==> src/rtl/mem_arb_pkg.sv <==
// Shared definitions for the unified-memory port arbiter: FSM state encoding,
// owner identifiers and the wait-state ceiling.
package mem_arb_pkg;

   typedef enum logic [1:0] {
      ARB_IDLE   = 2'b00,
      ARB_ACCESS = 2'b01,
      ARB_RESP   = 2'b10
   } arb_state_t;

   localparam logic OWN_CPU = 1'b0;
   localparam logic OWN_DMA = 1'b1;

   localparam int MAX_WAIT_CYCLES = 15;

endpackage

==> src/rtl/mem_arb_wait_cnt.sv <==
// Loadable down-counter that times the memory wait states; it parks at zero
// and never wraps.
module mem_arb_wait_cnt #(
   parameter int CW = 1
) (
   input  logic          clk,
   input  logic          reset,
   input  logic          load,
   input  logic [CW-1:0] load_val,
   output logic          zero
);

   logic [CW-1:0] cnt;

   always_ff @(posedge clk or negedge reset) begin
      if (!reset) begin
         cnt <= '0;
      end else if (load) begin
         cnt <= load_val;
      end else if (cnt != '0) begin
         cnt <= cnt - 1'b1;
      end
   end

   assign zero = (cnt == '0);

endmodule

==> src/rtl/mem_port_arbiter.sv <==
// Arbitrates the single-ported instruction/data memory between the CPU and DMA
// ports. Define MEM_ARB_CPU_PRIORITY_EN for fixed CPU priority instead of round-robin.
module mem_port_arbiter
   import mem_arb_pkg::*;
#(
   parameter int AW          = 16,
   parameter int DW          = 16,
   parameter int WAIT_CYCLES = 1
) (
   input  logic          clk,
   input  logic          reset,
   input  logic          cpu_req,
   input  logic          cpu_we,
   input  logic [AW-1:0] cpu_addr,
   input  logic [DW-1:0] cpu_wdata,
   output logic [DW-1:0] cpu_rdata,
   output logic          cpu_done,
   input  logic          dma_req,
   input  logic          dma_we,
   input  logic [AW-1:0] dma_addr,
   input  logic [DW-1:0] dma_wdata,
   output logic [DW-1:0] dma_rdata,
   output logic          dma_done,
   output logic          mem_en,
   output logic          mem_we,
   output logic [AW-1:0] mem_addr,
   output logic [DW-1:0] mem_wdata,
   input  logic [DW-1:0] mem_rdata,
   output logic          busy,
   output logic          owner
);

   // Out-of-range wait counts are clamped to the largest supported value.
   localparam int WAIT_EFF = (WAIT_CYCLES > MAX_WAIT_CYCLES) ? MAX_WAIT_CYCLES : WAIT_CYCLES;
   localparam int CW       = (WAIT_EFF < 2) ? 1 : $clog2(WAIT_EFF + 1);
   localparam logic [CW-1:0] LOAD_VAL = CW'(WAIT_EFF);

   arb_state_t state, state_nxt;
   logic       any_req;
   logic       grant_dma;
   logic       load;
   logic       cnt_zero;
   logic       lat_we;

`ifndef MEM_ARB_CPU_PRIORITY_EN
   logic last_owner;

   always_ff @(posedge clk or negedge reset) begin
      if (!reset) begin
         last_owner <= OWN_DMA;
      end else if (state == ARB_RESP) begin
         last_owner <= owner;
      end
   end
`endif

   always_comb begin
      any_req = cpu_req | dma_req;
`ifdef MEM_ARB_CPU_PRIORITY_EN
      grant_dma = dma_req & ~cpu_req;
`else
      // On a tie the port that did not win last time gets the memory.
      grant_dma = (cpu_req & dma_req) ? (last_owner == OWN_CPU) : dma_req;
`endif
   end

   mem_arb_wait_cnt #(
      .CW (CW)
   ) u_wait_cnt (
      .clk      (clk),
      .reset    (reset),
      .load     (load),
      .load_val (LOAD_VAL),
      .zero     (cnt_zero)
   );

   always_ff @(posedge clk or negedge reset) begin
      if (!reset) begin
         state <= ARB_IDLE;
      end else begin
         state <= state_nxt;
      end
   end

   always_comb begin
      state_nxt = state;
      load      = 1'b0;
      mem_en    = 1'b0;
      mem_we    = 1'b0;
      busy      = (state != ARB_IDLE);
      cpu_done  = 1'b0;
      dma_done  = 1'b0;
      case (state)
         ARB_IDLE: begin
            if (any_req) begin
               load      = 1'b1;
               state_nxt = ARB_ACCESS;
            end
         end
         ARB_ACCESS: begin
            mem_en = 1'b1;
            mem_we = lat_we;
            if (cnt_zero) begin
               state_nxt = ARB_RESP;
            end
         end
         ARB_RESP: begin
            cpu_done  = (owner == OWN_CPU);
            dma_done  = (owner == OWN_DMA);
            state_nxt = ARB_IDLE;
         end
         default: begin
            state_nxt = ARB_IDLE;
         end
      endcase
   end

   // Winner's command is captured once at grant and held through the access.
   always_ff @(posedge clk or negedge reset) begin
      if (!reset) begin
         owner     <= OWN_CPU;
         lat_we    <= 1'b0;
         mem_addr  <= '0;
         mem_wdata <= '0;
         cpu_rdata <= '0;
         dma_rdata <= '0;
      end else begin
         if (load) begin
            owner     <= grant_dma;
            lat_we    <= grant_dma ? dma_we    : cpu_we;
            mem_addr  <= grant_dma ? dma_addr  : cpu_addr;
            mem_wdata <= grant_dma ? dma_wdata : cpu_wdata;
         end
         if ((state == ARB_ACCESS) && cnt_zero && !lat_we) begin
            if (owner == OWN_DMA) begin
               dma_rdata <= mem_rdata;
            end else begin
               cpu_rdata <= mem_rdata;
            end
         end
      end
   end

endmodule

==> config.mk <==
export PLATFORM = sky130hd
export DESIGN_NAME = mem_port_arbiter
export DESIGN_NICKNAME = d
export VERILOG_FILES = /design/src/rtl/mem_arb_pkg.sv /design/src/rtl/mem_arb_wait_cnt.sv /design/src/rtl/mem_port_arbiter.sv
export SDC_FILE = /design/constraint.sdc
export NUM_CORES = 1
export LEC_CHECK = 0
export BUFFER_PORTS_ARGS = -buffer_cell sky130_fd_sc_hd__buf_2
export CORE_ASPECT_RATIO = 0.8
export CORE_UTILIZATION = 49
export CTS_CLUSTER_DIAMETER = 40
export DETAILED_ROUTE_END_ITERATION = 16
export GPL_TIMING_DRIVEN = 0
export PLACE_DENSITY = 0.93
export SLEW_MARGIN = 40
export SYNTH_ARGS = -nofsm -noshare
export SYNTH_HDL_FRONTEND = slang
export SYNTH_SLANG_ARGS = --single-unit
==> constraint.sdc <==
create_clock -name clk -period 3.85 [get_ports clk]
set_input_delay 0.1925 -clock clk [delete_from_list [all_inputs] [get_ports clk]]
set_output_delay 0.1925 -clock clk [all_outputs]
set_load 0.01 [all_outputs]
# Word level (Yosys, flattened, before mapping)
# Cells that the tools add are included.
# W data, S select, Z words.
# word_totals
ff_bits	70
latchBits	0
ramBits	0
rom_bits	0
in_bits	86
output_inout_bits	70
elab_cells	42
mem_count	0
# classes
n_addsub	1
n_mul	0
n_div	0
magnitude_cmp	0
n_eq_ne	4
shifts	0
muxes	15
bitwise_logic	5
reduce_logical	8
# op_table
op	n
$mux W16	2
$mux W1	10
$reduce_and A2 Y1	3
$mux W2	2
$ne A2 B2 Y1 const B	2
$pmux W2 S2	1
$not A1 Y1	3
$eq A2 B1 Y1 const B	1
$eq A2 B2 Y1 const B	1
$logic_and A1 B1 Y1	2
$logic_not A2 Y1	1
$reduce_bool A2 Y1	1
$and A1 B1 Y1	1
$logic_not A1 Y1	1
$or A1 B1 Y1	1
$sub A1 B1 Y1 const B	1

# Longest topological paths before layout
# logic_depth
word_depth	4
depth_mapped	5
depth_no_buf	3

# Cells and area by module
# Synthesis repeated with hierarchy kept, for this count alone.
# hier_totals
hier_cells	199
hier_area_um2	3331.9
# modules_own_cells
mod	n_inst	cells_per_inst	area_per_inst_um2	seq_area_each_um2
mem_port_arbiter	1	196	3296.9	1727.9
mem_arb_wait_cnt	1	3	35.0	25.0

# Worst setup path after synthesis
# OpenSTA, ideal clock, no wires.
# synth_path
path_type	register to register
start	register last_owner
end	register mem_addr[0]
setup_time_ns	0.125
arrival_time_ns	1.662
required_ns	3.725
path_slack_ns	2.063
path_stages_with_launch	6
n_path_buf	2
period_less_slack_ns	1.787
cell_sequence	dfstp_2 -> a21bo_2 -> clkbuf_1 -> buf_2 -> mux2_2 -> mux2_2
# synth_via
elab_chain_len	3
# synth_lines
item	line	text
start: declaration	mem_port_arbiter.sv:46	logic last_owner;
start signal: assignment	mem_port_arbiter.sv:52	last_owner <= owner;
$not A1 Y1	mem_port_arbiter.sv:63	grant_dma = (cpu_req & dma_req) ? (last_owner == OWN_CPU) : dma_req;
$mux W1	mem_port_arbiter.sv:63	
$mux W16	mem_port_arbiter.sv:131	mem_addr <= grant_dma ? dma_addr : cpu_addr;
end signal: assignment	mem_port_arbiter.sv:131	
end: declaration	mem_port_arbiter.sv:26	output logic [AW-1:0] mem_addr,
# No other way between the ends.
# A chain may end at the register's enable or synchronous reset.

# Worst setup path in the final report
# layout_path
start	register last_owner
end	register lat_we
# layout_via
elab_chain_len	3
# layout_lines
item	line	text
$not A1 Y1	mem_port_arbiter.sv:63	
$mux W1	mem_port_arbiter.sv:63	
$mux W1	mem_port_arbiter.sv:130	lat_we <= grant_dma ? dma_we : cpu_we;
end signal: assignment	mem_port_arbiter.sv:130	
end: declaration	mem_port_arbiter.sv:43	logic lat_we;
# No other way between the ends.

==> impl_metrics.py <==
metrics = {
    "clocking": {
        "clock-root-buffer": "clkbuf_8",
        "clock-sinks": 70,
        "h-tree-depth": 3,
        "cts_buffer_depth": 2,
        "cts_buffers": 9,
        "tritoncts": "built",
        "clk_pin_slew_worst_paths_ps": 70,
        "clkLatencyLatePin_ps": 340,
    },
    "power": {
        "switching_share_pct": 32.5,
        "comb_power_share_pct": 42.2,
        "internal_power_w": 0.00229,
        "power_frac_seq_pct": 39.0,
        "leakage_nw": 2.12,
        "switching_power_w": 0.00111,
        "peakVddDrop_v": 0.000421,
        "power_density_nw_per_um2": 805,
        "clkPwrFrac_pct": 18.8,
    },
    "setup_path": {
        "worstSetupEndpointType": "flop",
        "reg2reg_depth": 5,
        "startpoint_type": "flop",
        "criticalPathCategory": "reg -> reg",
        "r2r_slack_ps": 1810,
        "r2r_start": "last_owner",
        "rr_endpoint": "lat_we",
        "cp.arrival_ps": 2250,
        "cp-startpoint": "last_owner",
        "required_ps": 4070,
        "critPathMaxFanout": 10,
    },
    "sta": {
        "worst_pin_slew_ps": 522,
        "layout_min_cycle_time_ps": 2040,
        "skew_ps": 8.00,
        "fin_crit_sh_pct": 52.9,
        "final-max-slew-violation-count": 0,
        "fin_hold_ws_ps": 98.7,
        "setup_viol": 0,
        "max_slew_margin_pct": 65.0,
        "setup_tns_ps": 0,
        "hold_viol": 0,
        "rsz0062_at_grt": "no",
        "max_clock_freq_mhz": 491,
        "setup_ws_ps": 1810,
    },
    "grt": {
        "grt_pass1_wl_mm": 11.0,
        "use_met2_pct": 38.3,
        "grt_max_degree": 37,
        "grtUsageTotal_pct": 21.9,
        "grtUsageMet1_pct": 25.3,
        "top_usage_layer": "met2",
        "grt_pass1_vias": 2300,
        "grt-ovfl-total": 0,
        "gr-usage-met3_pct": 7.29,
        "antenna_found_initial": 0,
    },
    "final_layout": {
        "final_cell_mix": "161 x buf_2, 88 x mux2_2, 69 x dfrtp_1",
        "nNetsFinal": 450,
        "fillers": 454,
        "diodes": 0,
        "fin_cells": 450,
        "final_common_cell": "buf_2",
        "drive_above_1_share_pct": 76.7,
        "areaGrowthSynthToFinish_pct": 36.9,
        "design_area_sq_um": 4220,
        "register_area_sq_um": 1750,
        "multi_input_area_sq_um": 1250,
    },
    "synth": {
        "ys_types": 19,
        "synth.avg_cell_area_sq_um": 15.7,
        "seq_area_frac_synth_pct": 56.9,
        "postSynthCellCount": 196,
        "syn_nets": 282,
        "ys_seq_elements": 70,
        "ys_warn_count": 0,
        "netlist_area_sq_um": 3080,
    },
    "floorplan": {
        "dieWidth_microns": 90.7,
        "start_util_pct": 51.6,
        "die_h_microns": 72.9,
        "die_area_sq_um": 6620,
        "ios": 156,
        "rows": 25,
        "core_area_sq_um": 5970,
    },
    "drt": {
        "vias": 2223,
        "route.detailed.drc": 0,
        "first_iter_violations": 38,
        "avgRoutedWirePerCell_microns": 15.0,
        "first_pass_iters": 4,
        "drt_wl_total_mm": 6.75,
        "antenna_left": 0,
        "vias_per_cell": 4.94,
    },
    "place": {
        "gp_congestion": 0.769,
        "dp_cells": 433,
        "pre_cts_ws_ps": 1780,
        "portBuffers": 155,
        "dp_hpwl_mm": 5.16,
        "place_area_sq_um": 3990,
    },
    "hold_path": {
        "min_to": "cpu_rdata[3]",
        "whs_path_depth": 2,
        "worstHoldStart": "mem_rdata[3]",
        "holdCritPathClass": "in -> reg",
    },
    "outcome": {
        "status": "completed",
    },
    "flow_run": {
        "drv_cap": 0,
    },
}
==> synthesized netlist by cell type <==
master / number / area (sq um)
mux2_2: 88 / 991
inv_1: 2 / 7.51
a21o_1: 2 / 15.0
inv_2: 1 / 3.75
nor4_2: 1 / 12.5
o21a_1: 1 / 7.51
nand2b_1: 2 / 12.5
dfrtp_1: 69 / 1730
dfstp_2: 1 / 26.3
or4_4: 1 / 11.3
mux2_4: 10 / 150
clkbuf_1: 1 / 3.75
buf_2: 7 / 35.0
nor2_1: 4 / 15.0
o22ai_1: 1 / 6.26
and2_1: 1 / 6.26
buf_12: 1 / 20.0
buf_6: 2 / 22.5
a21bo_2: 1 / 10.0
==> logic make-up after synthesis <==
kind of cell	after synthesis	synth area share, %
mux	98	37.0
compound gates	5	1.26
flops	70	56.9
simple gates	9	1.87
buf+inv	14	3.00
==> sequential cells by signal, summed over array words and instances, names as in the netlist <==
signal	count
cpu_rdata	16
dma_rdata	16
mem_addr	16
mem_wdata	16
state	2
last_owner	1
lat_we	1
owner	1
u_wait_cnt.cnt	1
==> critical path: stages (launching register included) <==
cell and delay [ps]:
dfstp_2 530, a21bo_2 120, clkbuf_1 270, buf_2 340, mux2_2 390, mux2_2 260
==> metrics by stage <==
step	utilization, %	total power, W
after floorplan	-	0.00219
after global placement	66.3	0.00271
after detailed placement	66.7	0.00278
after CTS	70.5	0.00344
after global routing	70.6	0.00360
final	70.6	0.00340
==> power groups by stage <==
stage	combinational [W]	sequential (W)	clock, W
finish	0.00144	0.00133	0.000638
detailed placement	0.00145	0.00133	0
floorplan	0.000710	0.00148	0
CTS	0.00146	0.00132	0.000655
global placement	0.00140	0.00130	0
global route	0.00155	0.00138	0.000682
==> routing by layer <==
metal,wire (microns),vias up,share of wire [%]
li1,-,1030,-
met1,2760,1083,41
met2,3400,99,50
met3,507,11,7.5
met4,91,0,1.3
met5,0,-,0
==> worst max-delay path by stage <==
stage / slack [ps] / to
2_1_floorplan: 2060 / mem_addr[0]
3_3_place_gp: 1820 / mem_wdata[15]
3_5_place_dp: 1780 / mem_wdata[2]
4_1_cts: 1770 / mem_wdata[2]
5_1_grt: 1690 / mem_wdata[15]
6_report: 1810 / lat_we
==> area by class of cell <==
cell class	instances	share of cell area, %
repair buffers	157	19.2
clock inverters	4	1.66
multi-input cells	112	29.5
well taps	81	2.40
inverters	3	0.267
plain buffers	11	1.93
clock buffers	12	3.44
flip-flops and latches	70	41.5
==> repair_timing <==
action	in CTS	in global routing
resized for setup	0	0
hold buffers	1	0
hold endpoints to repair	33	0
buffers inserted	0	0
setup endpoints to repair	0	0
Power figures use the tool's default switching activity.
